[config.mk]
export PLATFORM = sky130hd
export DESIGN_NAME = core_sequencer
export DESIGN_NICKNAME = d
export VERILOG_FILES = /design/src/rtl/core_sequencer_pkg.sv /design/src/rtl/core_sequencer_mem_watchdog.sv /design/src/rtl/core_sequencer.sv
export SDC_FILE = /design/constraint.sdc
export NUM_CORES = 1
export LEC_CHECK = 0
export ABC_AREA = 1
export CAP_MARGIN = 40
export CELL_PAD_IN_SITES_DETAIL_PLACEMENT = 1
export CELL_PAD_IN_SITES_GLOBAL_PLACEMENT = 2
export CORE_MARGIN = 2
export CORE_UTILIZATION = 27
export CTS_BUF_LIST = sky130_fd_sc_hd__clkbuf_4
export CTS_CLUSTER_DIAMETER = 100
export DETAILED_ROUTE_END_ITERATION = 10
export PLACE_DENSITY = 0.88
export SYNTH_ARGS = -nofsm -noshare
export SYNTH_HDL_FRONTEND = slang
export SYNTH_SLANG_ARGS = --single-unit
[constraint.sdc]
create_clock -name clk -period 1.4 [get_ports clk]
set_input_delay 0.42 -clock clk [delete_from_list [all_inputs] [get_ports clk]]
set_output_delay 0.42 -clock clk [all_outputs]
set_load 0.03 [all_outputs]
[src/rtl/core_sequencer_pkg.sv]
// Shared definitions for the RV32I multi-cycle control sequencer.
// Holds the state encodings, the trap cause codes and the rule that
// decides whether a decoded instruction needs the data memory phase.
package core_sequencer_pkg;

  typedef enum logic [2:0] {
    ST_IDLE    = 3'd0,
    ST_FETCH   = 3'd1,
    ST_DECODE  = 3'd2,
    ST_EXECUTE = 3'd3,
    ST_MEM     = 3'd4,
    ST_WB      = 3'd5,
    ST_HALT    = 3'd6,
    ST_TRAP    = 3'd7
  } state_e;

  localparam logic [1:0] CAUSE_NONE    = 2'b00;
  localparam logic [1:0] CAUSE_ILLEGAL = 2'b01;
  localparam logic [1:0] CAUSE_TIMEOUT = 2'b10;

  // Writeback source code the decoder uses for loads.
  localparam logic [1:0] SEL_LOAD = 2'b01;

  function automatic logic is_mem_op(input logic mem_we, input logic [1:0] sel);
    return mem_we || (sel == SEL_LOAD);
  endfunction

endpackage

[src/rtl/core_sequencer_mem_watchdog.sv]
// Bus wait watchdog for the shared memory port.
// Ports:
//   clk, rst_n  - clock, async active-low reset
//   clear_i     - state is changing this cycle; restart the count
//   inc_i       - a memory request is pending without mem_ready
//   expired_o   - the count has reached TIMEOUT
module mem_watchdog #(
  parameter int TIMEOUT = 255,
  parameter int CNT_W   = 8
) (
  input  logic clk,
  input  logic rst_n,
  input  logic clear_i,
  input  logic inc_i,
  output logic expired_o
);

  localparam logic [CNT_W-1:0] LIMIT = CNT_W'(TIMEOUT);

  logic [CNT_W-1:0] cnt_q;
  logic [CNT_W-1:0] cnt_d;

  // Clear wins over increment: the count always belongs to the current state.
  always_comb begin
    cnt_d = cnt_q;
    if (clear_i) begin
      cnt_d = '0;
    end else if (inc_i) begin
      cnt_d = cnt_q + CNT_W'(1);
    end
  end

  always_ff @(posedge clk or negedge rst_n) begin
    if (!rst_n) begin
      cnt_q <= '0;
    end else begin
      cnt_q <= cnt_d;
    end
  end

  assign expired_o = (cnt_q == LIMIT);

endmodule

[src/rtl/core_sequencer.sv]
// Multi-cycle control FSM for the RV32I core. Sequences fetch, decode,
// execute, memory and writeback, arbitrates the single memory port,
// gates the decoder write enables, counts retired instructions and traps
// on illegal opcodes or a stalled bus.
// Ports:
//   clk, rst_n            - clock, async active-low reset
//   dec_*                 - combinational decoder outputs for the current IR
//   mem_ready             - memory completes the current request
//   halt_req              - stop after the current instruction retires
//   mem_req/addr_sel/we   - shared memory port control
//   ir_load, reg_we, pc_we- one-cycle commit strobes
//   halted, trap, trap_cause, instret - status
//
// state      | meaning
// IDLE       | after reset, go fetch
// FETCH      | instruction read on memory port (address = PC)
// DECODE     | register-file read, opcode legality check
// EXECUTE    | ALU cycle, choose MEM or WB
// MEM        | load/store on memory port (address = ALU result)
// WB         | commit reg write and next PC, count retirement
// HALT       | stopped while halt_req is held
// TRAP       | sticky fault, left only by reset
module core_sequencer
  import core_sequencer_pkg::*;
#(
  parameter int TIMEOUT = 255,
  parameter int CNT_W   = 8
) (
  input  logic        clk,
  input  logic        rst_n,
  input  logic        dec_valid,
  input  logic        dec_reg_we,
  input  logic        dec_mem_we,
  input  logic [1:0]  dec_reg_sel_data_in,
  input  logic        mem_ready,
  input  logic        halt_req,
  output logic        mem_req,
  output logic        mem_addr_sel,
  output logic        mem_we,
  output logic        ir_load,
  output logic        reg_we,
  output logic        pc_we,
  output logic        halted,
  output logic        trap,
  output logic [1:0]  trap_cause,
  output logic [31:0] instret
);

  state_e      state_q, state_d;
  logic [1:0]  cause_q, cause_d;
  logic [31:0] instret_q, instret_d;
  logic        expired;
  logic        wait_inc;

  assign wait_inc = ((state_q == ST_FETCH) || (state_q == ST_MEM)) && !mem_ready;

  mem_watchdog #(
    .TIMEOUT (TIMEOUT),
    .CNT_W   (CNT_W)
  ) u_watchdog (
    .clk       (clk),
    .rst_n     (rst_n),
    .clear_i   (state_d != state_q),
    .inc_i     (wait_inc),
    .expired_o (expired)
  );

  always_comb begin
    state_d      = state_q;
    cause_d      = cause_q;
    instret_d    = instret_q;
    mem_req      = 1'b0;
    mem_addr_sel = 1'b0;
    mem_we       = 1'b0;
    ir_load      = 1'b0;
    reg_we       = 1'b0;
    pc_we        = 1'b0;
    halted       = 1'b0;
    trap         = 1'b0;
    case (state_q)
      ST_IDLE: state_d = ST_FETCH;
      ST_FETCH: begin
        mem_req = 1'b1;
        // A ready in the expiry cycle still completes the fetch.
        if (mem_ready) begin
          ir_load = 1'b1;
          state_d = ST_DECODE;
        end else if (expired) begin
          state_d = ST_TRAP;
          cause_d = CAUSE_TIMEOUT;
        end
      end
      ST_DECODE: begin
        if (!dec_valid) begin
          state_d = ST_TRAP;
          cause_d = CAUSE_ILLEGAL;
        end else begin
          state_d = ST_EXECUTE;
        end
      end
      ST_EXECUTE: begin
        state_d = is_mem_op(dec_mem_we, dec_reg_sel_data_in) ? ST_MEM : ST_WB;
      end
      ST_MEM: begin
        mem_req      = 1'b1;
        mem_addr_sel = 1'b1;
        mem_we       = dec_mem_we;
        if (mem_ready) begin
          state_d = ST_WB;
        end else if (expired) begin
          state_d = ST_TRAP;
          cause_d = CAUSE_TIMEOUT;
        end
      end
      ST_WB: begin
        reg_we    = dec_reg_we;
        pc_we     = 1'b1;
        instret_d = instret_q + 32'd1;
        state_d   = halt_req ? ST_HALT : ST_FETCH;
      end
      ST_HALT: begin
        halted = 1'b1;
        if (!halt_req) begin
          state_d = ST_FETCH;
        end
      end
      ST_TRAP: trap = 1'b1;
      default: state_d = ST_IDLE;
    endcase
  end

  always_ff @(posedge clk or negedge rst_n) begin
    if (!rst_n) begin
      state_q   <= ST_IDLE;
      cause_q   <= CAUSE_NONE;
      instret_q <= '0;
    end else begin
      state_q   <= state_d;
      cause_q   <= cause_d;
      instret_q <= instret_d;
    end
  end

  assign trap_cause = cause_q;
  assign instret    = instret_q;

endmodule
# --- Word-level counts from Yosys, hierarchy flattened ---
# Cells that the tools add are included.
word_totals:
  register_bits: 45
  latch_bits: 0
  ram_bits: 0
  mem_bits_ro: 0
  inputBits: 9
  output_inout_bits: 42
  elab_cells: 51
  mem_count: 0
op_classes:
  addsub: 2
  mul: 0
  n_div: 0
  n_lt_le_gt_ge: 0
  n_eq_ne: 13
  shift: 0
  mux: 23
  n_bitwise: 0
  n_reduce_logical: 9
ops:
  columns: ["cell", "n"]
  rows:
  - ["32-bit by 1-bit adder with 32-bit output, second input constant", 1]
  - ["3-bit one-hot mux with 7 select lines", 1]
  - ["3-bit 2-to-1 mux", 6]
  - ["8-bit 2-to-1 mux", 2]
  - ["3-bit equality test, second input constant", 4]
  - ["1-bit 2-to-1 mux", 10]
  - ["8-bit by 1-bit adder with 8-bit output, second input constant", 1]
  - ["8-bit equality test, second input constant", 1]
  - ["3-bit by 2-bit equality test with 1-bit output, second input constant", 2]
  - ["2-bit 2-to-1 mux", 3]
  - ["2-bit inequality test, second input constant", 2]
  - ["2-bit one-hot mux with 2 select lines", 1]
  - ["4-bit AND reduction", 1]
  - ["2-bit nonzero test", 2]
  - ["3-bit by 1-bit equality test with 1-bit output, second input constant", 1]
  - ["3-bit logical NOT", 1]
  - ["3-bit inequality test", 1]
  - ["2-bit by 1-bit equality test with 1-bit output, second input constant", 1]
  - ["1-bit logical OR", 2]
  - ["2-bit by 1-bit inequality test with 1-bit output, second input constant", 1]
  - ["2-bit OR reduction", 1]
  - ["1-bit logical AND", 1]
  - ["1-bit logical NOT", 1]

# --- Logic depth before layout (Yosys ltp) ---
# Gate-level depths: netlist of the first run.
depth:
  word_depth: 6
  ltp_mapped: 11
  mapped_depth_nobuf: 11

# --- Cells and area by module ---
# From an unflattened synthesis of the first run, not the netlist that was laid out.
unflattened:
  cells_unflattened: 373
  area_unflattened_um2: 2731.4
modules_own_cells:
  columns: ["module", "n_inst", "cells_per_inst", "area_per_inst_um2", "seq_area_each_um2"]
  rows:
  - ["core_sequencer", 1, 312, 2288.4, 925.9]
  - ["mem_watchdog", 1, 61, 442.9, 200.2]

# --- Worst setup path before layout of the first run ---
# Ideal clock, no wire load.
synth_timing:
  path_kind: "reg2reg"
  from: "register instret_q[1], in the netlist instret[1]"
  to: "register instret_q[24], in the netlist instret[24]"
  setup_ps: 118
  t_arrival_ps: 1627
  required_ps: 1282
  path_slack_ps: -346
  path_stages_with_launch: 8
  path_buffers: 0
  period_less_slack_ps: 1746
  cell_sequence: "dfrtp_1 > ha_1 > nand3_1 > or2_4 > nor3b_2 > nand3_1 > nand2_1 > nand2_1"
synth_via:
  elab_chain_len: 1
synth_rtl:
  columns: ["element", "line", "rtl"]
  rows:
  - ["from (decl)", "core_sequencer.sv:51", "logic [31:0] instret_q, instret_d;"]
  - ["from (signal assigned)", "core_sequencer.sv:140", "instret_q <= instret_d;"]
  - ["32-bit by 1-bit adder with 32-bit output", "core_sequencer.sv:118", "instret_d = instret_q + 32'd1;"]
# Every way passes these cells.
# A chain may end at the register's enable or synchronous reset.

# --- Worst setup path after layout of the first run ---
layout_timing:
  from: "register state_q[1]"
  to: "output trap"
layout_via:
  elab_chain_len: 2
layout_rtl:
  columns: ["element", "line", "rtl"]
  rows:
  - ["from (decl)", "core_sequencer.sv:49", "state_e state_q, state_d;"]
  - ["from (signal assigned)", "core_sequencer.sv:138", "state_q <= state_d;"]
  - ["3-bit equality test", "core_sequencer.sv:80", "case (state_q)"]
  - ["1-bit 2-to-1 mux", "core_sequencer.sv:80", null]
  - ["to (decl)", "core_sequencer.sv:44", "output logic trap,"]
# Every way passes these cells.

==> run metrics, run 1 <==
placed cell areas=4056 µm²; Critical Path Start Type=flip-flop; CP Depth=5; CP max FO=5; global-route met1 utilization=25.48%; core area=10180 µm²; CTS Buffer Depth=2; Post-CTS Hold Fix Bufs=0; MaxCap Viol Count=0; clk root buf=clkbuf_4; area of the die=11210 µm²; setup_tns=-12.91 ns; Syn Area/Cell=a little over 7 µm²; Final setup viols=around 70; worst hold path class=input port to asynchronous set/reset pin; Final Max Slew Viols=0; share of cells above drive strength 1=between 50 and 60%; mapped cell area=between 2000 and 3000 µm²; site row count=37; Async S/R FF share, synth=100.0%; Final Instance Area=5370 µm²; DIE WIDTH=105.9 µm; Crit Path Category=flip-flop to output pin; DRC errors left=0; fraction of met2 tracks used by global routing=37.47%; nets=595; failing checks=negative hold slack, negative setup slack; run status=complete, but fails checks; dominant synthesized flop cell=dfrtp_1; worst vdd ir=786.2 µV; clk slew on worst S/H paths=0.15 ns; worst endpoint required time=0.98 ns; Worst Slack Setup Final=-0.4534 ns; Pwr per Cell Area=between 1000 and 1500 nW/µm²; crit path time final=1.853 ns; die height=105.9 µm; Hold Violations, Final=3; Register-to-Register Path Depth=10; drt pass-1 iters=4; CTS Buf Count=5; antenna-violating nets left=0; Iteration-0 DRC Markers=120; Post-Syn Instances=390; grt ovf=0; FF-to-FF setup slack=-0.36 ns; fin crit share=132.4%; slew at the pin closest to its max-slew limit=roughly 0.30 ns; I/O Buffers=50; Worst slew margin=79.69%; CTS tree=built; Yosys cell types=29; most frequent CP cell=buf_6; CP max stage delay=0.50 ns; worst path cell trace=buf_4, buf_6, nand3_2, inv_2, buf_6; Clock Latency Late Sink=0.38 ns; overall power=6358 µW; Starting Density=27.52%; synthesized flop and latch total=45; CTS HTree Levels=2; Fmax=539.5 MHz; critical path endpoint category=output pin; routability congestion estimate from global placement=just under 0.9; Synth warnings=0; via count=3373; met3 GRT Util=2.474%; RSZ-0062 raised after global routing=true; largest net degree at the start of global routing=46; Final Skew=0.01225 ns; I/O Pins=51; post-detail-place hpwl=7125 µm; CP Buf/Inv Count=4; WL final=12410 µm; initial antenna violation count=1; CP delay by family, top=flip-flops; wire length per cell=17.18 µm; sequential element share of the synthesized area=roughly two fifths; Critical Path AT=1.43 ns; Via density=approximately 4.7; P_leak=0.002707 µW; CP max-delay cell=dfrtp_2; Mapped Nets=401; Post-synth EDFFs=0; Clock Sinks=45; Min Hold Slack=-0.01017 ns; busiest grt layer=met2; dpl ws=-0.4694 ns; Total Routing Usage GR=20.57%; Layout area overhead=91.61%; crit path launch=state_q[1]; r2r startpoint=state_q[1]; first-pass GRT wire length=approximately 18000 µm; vias in the first global route=around 3600
==> Yosys cell counts (all sizes together), types with 2 or more instances <==
library cell / number / area share [%]
dfrtp: 45 / 40
o21ai: 11 / 2.0
nand4: 10 / 2.2
nand2: 132 / 18
xnor2: 11 / 3.4
xor2: 18 / 5.6
nor3: 12 / 2.5
buf: 5 / 1.3
ha: 2 / 0.89
nand3: 26 / 5.7
inv: 48 / 6.5
nor2: 65 / 10
==> power breakdown <==
part / internal [µW] / total (µW) / switching [µW]
clock network: 236 / 707 / 471
registers: 1470 / 1680 / 213
logic: 1810 / 3970 / 2160
total: 3510 / 6360 / 2840
==> stage by stage <==
stage,hold slack (ns),util [%],instances
2_1_floorplan,0.1244,-,390
3_3_place_gp,0.4249,39.83,649
3_5_place_dp,0.4308,39.83,649
4_1_cts,0.01133,49.21,702
5_1_grt,-0.002371,52.73,722
6_report,-0.01017,52.73,722
==> cells by family (layout without fill, tap and decap cells) <==
logic type,Yosys count,in the layout,synth area share (%)
AO/OA/AOI/OAI,12,12,2.143
XOR/XNOR,29,29,9.062
adder cells (fa/ha/maj),2,2,0.8927
buffers and inverters,54,249,7.946
flip-flops,45,45,40.18
other,0,1,0
AND/OR/NAND/NOR,248,248,39.78
==> metal layers <==
layer  share of wire (%)  vias to the layer above
met3                 2.6                       29
met4                 3.1                        0
li1                    -                     1592
met2                  54                       73
met1                  41                     1679
met5                   0                        -
==> layout by cell type, fill, tap and decap left out, types with 2 or more instances in the layout <==
master	n
nor2_4	20
nand4_1	10
nand3_1	14
nor2_2	22
inv_1	35
inv_4	2
xnor2_1	8
nand2_1	92
o21ai_1	9
nor3_4	5
xnor2_2	3
o21ai_2	2
dfrtp_2	28
clkbuf_4	7
dfrtp_1	17
nand2_2	25
xor2_1	17
nand3_2	6
nor2_1	23
buf_12	2
clkdlybuf4s50_1	6
nor3_1	2
buf_4	100
nand2_4	15
nor3_2	5
inv_2	10
buf_6	82
nand3_4	6
==> path summary, 6_finish.rpt <==
kind | to
min in group clk | trap_cause[1]
worst min-delay path | trap_cause[0]
worst min register to register | trap_cause[1]
worst max-delay path | trap
worst max register to register | u_watchdog.cnt_q[7]
max in group asynchronous | instret[11]
==> layout make-up <==
cell class | instances | area, µm²
clock inverters | 1 | 5.005
flip-flops and latches | 45 | 1161
well taps | 136 | 170.2
multi-input cells | 291 | 1986
inverters | 48 | 190.2
diodes | 1 | 2.502
fillers | 1211 | 4815
repair buffers | 193 | 1803
clock buffers | 7 | 52.55
==> sequential cells by signal, indices dropped and copies added (netlist names) <==
register and count:
trap_cause 2, state_q 3, u_watchdog.cnt_q 8, instret 32
==> timing repair <==
item	4_1_cts	5_1_grt
gates cloned	0	0
endpoints found under the setup margin	77	80
resized for setup	162	63
pin swaps	42	31
buffers inserted	45	24
(Power assumes the default switching activity.)
==> inputs of run 2 (changes only) <==
--- a/config.mk
+++ b/config.mk
@@ -9,12 +9,14 @@
 export CAP_MARGIN = 40
 export CELL_PAD_IN_SITES_DETAIL_PLACEMENT = 1
 export CELL_PAD_IN_SITES_GLOBAL_PLACEMENT = 2
+export CORE_ASPECT_RATIO = 2
 export CORE_MARGIN = 2
 export CORE_UTILIZATION = 27
 export CTS_BUF_LIST = sky130_fd_sc_hd__clkbuf_4
 export CTS_CLUSTER_DIAMETER = 100
 export DETAILED_ROUTE_END_ITERATION = 10
 export PLACE_DENSITY = 0.88
+export RECOVER_POWER = 50
 export SYNTH_ARGS = -nofsm -noshare
 export SYNTH_HDL_FRONTEND = slang
 export SYNTH_SLANG_ARGS = --single-unit
==> run 2 against run 1 <==
Compared with the run above: the run ends with negative setup slack left; global-route usage rose by 1.6 points; register-to-register slack worse by 0.07 ns; sequential power is 4% higher; design area grew 9.4%; fmax increased by 0.19%; first-iteration DRC count rose by 10%; worst hold slack better by 0.57 ns; sequential share of layout area down 1.8 points; clock skew rose by 0.025 ns; power increased by 0.79%; critical endpoint is now reg_we; largest power group unchanged; highest routed layer unchanged.
==> run metrics, run 2 (same netlist as run 1, synthesis figures left out) <==
first-pass GRT wire length=around 19000 µm; antenna-violating nets left=0; r2r startpoint=state_q[1]; Starting Density=27.79%; switching pwr=2862 µW; overall power=around 6400 µW; Fmax=540.6 MHz; CTS Buf Count=5; vias in the first global route=4025; CP Buf/Inv Count=3; # placed instances=670; post-detail-place hpwl=8379 µm; most frequent cells in the layout=123 x buf_4, 97 x buf_6, 87 x nand2_1; clk slew on worst S/H paths=0.15 ns; CTS HTree Levels=2; Setup crit end=reg_we; wire length per cell=approximately 22 µm; RR Endpoint=instret[21]; WL final=16390 µm; CP delay by family, top=flip-flops; Layout Cells excl Fill=760; crit path time final=1.850 ns; Final setup viols=80; CP max-delay cell=dfrtp_2; Sw Share=44.66%; CP max stage delay=between 0.4 and 0.5 ns; Register-to-Register Path Depth=12; CTS Buffer Depth=2; internal power=3546 µW; crit path launch=state_q[1]; P_leak=0.003198 µW; run status=complete, but fails checks; Critical Path AT=1.43 ns; initial antenna violation count=1; Pwr per Cell Area=between 1000 and 1500 nW/µm²; largest net degree at the start of global routing=46; Final Max Slew Viols=0; core area=around 10000 µm²; nets=634; grt ovf=0; CP max FO=4; FF-to-FF setup slack=-0.43 ns; leading cell type in the layout, fill and taps excluded=buf_4; Worst slew margin=54.26%; share of cells above drive strength 1=62.34%; MaxCap Viol Count=0; setup_tns=-16.98 ns; Clock Latency Late Sink=roughly 0.41 ns; DIE WIDTH=76.04 µm; max FFs per register=32; worst path cell trace=clkinv_4, nand3_4, buf_8, nor2_4, buf_6; clk root buf=clkbuf_4; worst hold path class=flip-flop to flip-flop; Final Skew=0.03686 ns; placed cell areas=4233 µm²; slew at the pin closest to its max-slew limit=0.6861 ns; CTS tree=built; Critical Path Start Type=flip-flop; fin crit share=132.1%; Via density=4.954; I/O Pins=51; failing checks=negative setup slack; CP Depth=5; RSZ-0062 raised after global routing=true; Hold Violations, Final=0; worst endpoint required time=0.98 ns; drt pass-1 iters=6; Final Instance Area=about 5900 µm²; Clock Sinks=45; clock share of power=11.1%; Layout area overhead=109.6%; critical path endpoint category=output pin; I/O Buffers=50; Crit Path Category=flip-flop to output pin; Min Hold Slack=0.5645 ns; site row count=52; via count=~3800; Total Routing Usage GR=22.14%; Worst Slack Setup Final=-0.4500 ns; Seq pwr share=27.1%; DRC errors left=0; Iteration-0 DRC Markers=~130; die height=148.1 µm; worst vdd ir=1131 µV; routability congestion estimate from global placement=0.8501; Combinational Power Share=slightly above 60%; area of the die=11260 µm²
## run 2: cell count changes in the layout (fill, tap and decap cells not counted), moves of 9 or more
cell     change
buf_4       +23
nand2_2      -9
buf_6       +15
nor2_2      -13
nor2_4       +9
nand2_4     +14
## run 2: what timing repair did
action | CTS | global route
hold endpoints to repair | 23 | 0
resized for setup | 163 | 104
setup endpoints to repair | 80 | 82
buffers inserted | 52 | 33
hold buffers | 1 | 0
pin swaps | 49 | 61
## run 2: stage by stage
step	utilization [%]	worst slack (ns)
after global placement	41.97	-0.3396
after global routing	58.24	-0.4951
final	58.24	-0.4500
after floorplan	-	-0.1479
after detailed placement	41.97	-0.4376
after CTS	52.06	-0.4637
## run 2: metal layers
layer / GRT usage [%] / vias to the layer above / wire (µm)
li1: - / 1672 / -
met3: 2.731 / 86 / 551
met5: 0 / - / 0
met2: 47.19 / 151 / 9208
met4: 12.45 / 0 / 1418
met1: 18.82 / 1856 / 5215
## run 2: worst min path at each step
stage / from / slack (ns) / cells past startpoint / end
finish: trap_cause[1] / 0.56 / 2 / trap_cause[1]
global route: trap_cause[1] / 0.59 / 2 / trap_cause[1]
CTS: rst_n / 0.53 / 3 / instret[22]
detailed placement: rst_n / 0.43 / 2 / instret[29]
global placement: rst_n / 0.42 / 2 / instret[30]
floorplan: rst_n / 0.12 / 0 / instret[0]
## run 2: worst min-delay path, delay by kind of cell, from the launching register on
family	cells	cell delay [ns]
and+or+nand+nor	2	0.14
DFF	1	0.40
## run 2: power groups by stage
stage	sequential [µW]	combinational [µW]	clock (µW)
floorplan	1820	1460	0
global placement	1710	2710	0
detailed placement	1710	2800	0
CTS	1730	3500	707
global route	1750	4210	762
finish	1740	3960	711
## run 2: layout make-up
type	instances	area [µm²]
antenna	1	2.502
clock buffer	5	37.54
clock inverter	3	17.52
fill	1162	4212
inverter	48	195.2
multi-input combinational	291	2146
sequential	45	1162
tap	135	168.9
timing repair buffer	232	2143
==> inputs of run 3 (changes only) <==
--- a/config.mk
+++ b/config.mk
@@ -11,11 +11,12 @@
 export CELL_PAD_IN_SITES_GLOBAL_PLACEMENT = 2
 export CORE_ASPECT_RATIO = 2
 export CORE_MARGIN = 2
-export CORE_UTILIZATION = 27
+export CORE_UTILIZATION = 33
 export CTS_BUF_LIST = sky130_fd_sc_hd__clkbuf_4
 export CTS_CLUSTER_DIAMETER = 100
 export DETAILED_ROUTE_END_ITERATION = 10
-export PLACE_DENSITY = 0.88
+export DONT_BUFFER_PORTS = 1
+export PLACE_DENSITY = 0.89
 export RECOVER_POWER = 50
 export SYNTH_ARGS = -nofsm -noshare
 export SYNTH_HDL_FRONTEND = slang
==> run 3 against run 2 <==
Compared with the run above: the run still ends with negative setup slack left; first-iteration DRC count increased by 45%; via count decreased by 3.2%; fmax decreased by 0.98%; highest routed layer unchanged; cell count decreased by 13%; clock skew increased by 0.019 ns.
==> run metrics, run 3 (same netlist as run 1, synthesis figures left out) <==
CTS Buf Count=5; area of the die=just over 9000 µm²; Final Skew=0.05563 ns; I/O Pins=about 50; Layout area overhead=89.15%; CP max stage delay=~0.48 ns; antenna diode count=0; Total Routing Usage GR=29.93%; CP max FO=8; worst endpoint required time=1.70 ns; crit path time final=roughly 1.9 ns; MaxCap Viol Count=0; post-detail-place hpwl=8254 µm; slew at the pin closest to its max-slew limit=0.6892 ns; run status=complete, but fails checks; largest net degree at the start of global routing=46; filler cell count=929; Critical Path Start Type=flip-flop; site row count=47; worst vdd ir=~1000 µV; overall power=6384 µW; CP max-delay cell=dfrtp_2; grt ovf=0; clk root buf=clkbuf_4; Worst slew margin=54.06%; Critical Path AT=2.16 ns; Layout Cells excl Fill=between 600 and 700; depth of the worst hold-timing path=1; drt pass-1 iters=6; nets=571; Final Max Slew Viols=0; failing checks=negative setup slack; Hold Path Origin=dec_valid; setup_tns=-18.05 ns; critical path endpoint category=flip-flop; Starting Density=33.80%; antenna-violating nets left=0; WL final=16680 µm; Clock Sinks=45; CTS HTree Levels=2; crit path launch=state_q[1]; most frequent cells in the layout=90 x nand2_1, 90 x buf_4, 66 x buf_6; routability congestion estimate from global placement=0.8410; Final setup viols=between 70 and 80; Clock Latency Late Sink=about 0.41 ns; die height=between 100 and 150 µm; final core utilization=63.94%; Register-to-Register Path Depth=10; max FFs per register=32; vias in the first global route=3971; RSZ-0062 raised after global routing=true; first-pass GRT wire length=21000 µm; Crit Path Category=flip-flop to flip-flop; dpl ws=-0.2697 ns; Via density=approximately 5.5; wire length per cell=25.31 µm; CTS Buffer Depth=2; worst path cell trace=nor2_2, nand2_2, buf_4, nor2_1, nand2_1, nand3_1, nand2_1, nand2_2, nand3_4, nor2_1; P_leak=0.002749 µW; fin crit share=133.5%; DRC errors left=0; multi-input logic area=2092 µm²; initial antenna violation count=0; share of cells above drive strength 1=between 50% and 60%; FF/Latch Area=approximately 1200 µm²; CTS tree=built; I/O Buffers=0; DIE WIDTH=69.17 µm; # placed instances=586; FF-to-FF setup slack=-0.47 ns; RR Endpoint=u_watchdog.cnt_q[7]; Iteration-0 DRC Markers=192; Worst Slack Setup Final=-0.4683 ns; Hold Violations, Final=0; Pwr per Cell Area=roughly 1200 nW/µm²; core area=8292 µm²; r2r startpoint=state_q[1]; via count=around 3600; Fmax=535.2 MHz; worst hold path class=input port to flip-flop; clk slew on worst S/H paths=0.15 ns; Endpoint, Worst Hold=trap_cause[0]
[run 3: changes by cell type in the layout (fill, tap and decap cells not counted), moves of 4 or more]
cell	delta
buf_6	-31
nor2_2	+4
buf_4	-33
nand2_4	-11
nand2_2	+8
nand3_2	-4
clkdlybuf4s50_1	-7
[run 3: area by class of cell]
type                    instances  share of cell area, %
inverters                      48                  3.729
clock buffers                   6                 0.8497
well taps                      98                  2.313
multi-input cells             291                  39.46
clock inverters                 2                 0.6608
flip-flops and latches         45                  21.93
repair buffers                169                  31.06
[run 3: worst max-delay path by stage]
stage,end,slack (ns)
floorplan,instret[24],-0.15
global placement,instret[31],-0.21
detailed placement,instret[31],-0.27
CTS,reg_we,-0.45
global route,u_watchdog.cnt_q[7],-0.54
finish,u_watchdog.cnt_q[7],-0.47
[run 3: through the flow]
| step | hold WS, ns | instance area, µm² |
|---|---|---|
| 2_1_floorplan | 0.1244 | 2957 |
| 3_3_place_gp | 0.1258 | 3831 |
| 3_5_place_dp | 0.1256 | 3831 |
| 4_1_cts | 0.1497 | 4788 |
| 5_1_grt | 0.1501 | 5301 |
| 6_report | 0.1588 | 5301 |
[run 3: power breakdown]
| part | internal [µW] | total, µW | leakage [µW] | switching (µW) |
|---|---|---|---|---|
| sequential | 1470 | 1730 | 0.000565 | 261 |
| clock | 394 | 911 | 0.0000456 | 516 |
| combinational | 1690 | 3750 | 0.00214 | 2050 |
| total | 3550 | 6380 | 0.00275 | 2830 |
[run 3: critical path: cells and delay by family (launching register included)]
family	cells	cell delay (ns)
and+or+nand+nor	9	1.12
DFF	1	0.48
buffers and inverters	1	0.18
[run 3: what timing repair did]
action / CTS / global route
cloned: 2 / 0
endpoints found under the setup margin: 75 / 83
hold buffers: 2 / 0
pin swaps: 44 / 51
gates resized for setup: 141 / 91
hold endpoints to repair: 45 / 0
buffers inserted: 39 / 31
[run 3: per-layer routing]
layer	share of wire (%)	global-route usage, %	wire [µm]	up-vias
met4	10	23.20	1701	0
met3	4.9	6.461	817	104
met5	0	0	0	-
li1	-	-	-	1546
met1	30	24.12	4968	1827
met2	55	59.35	9190	168
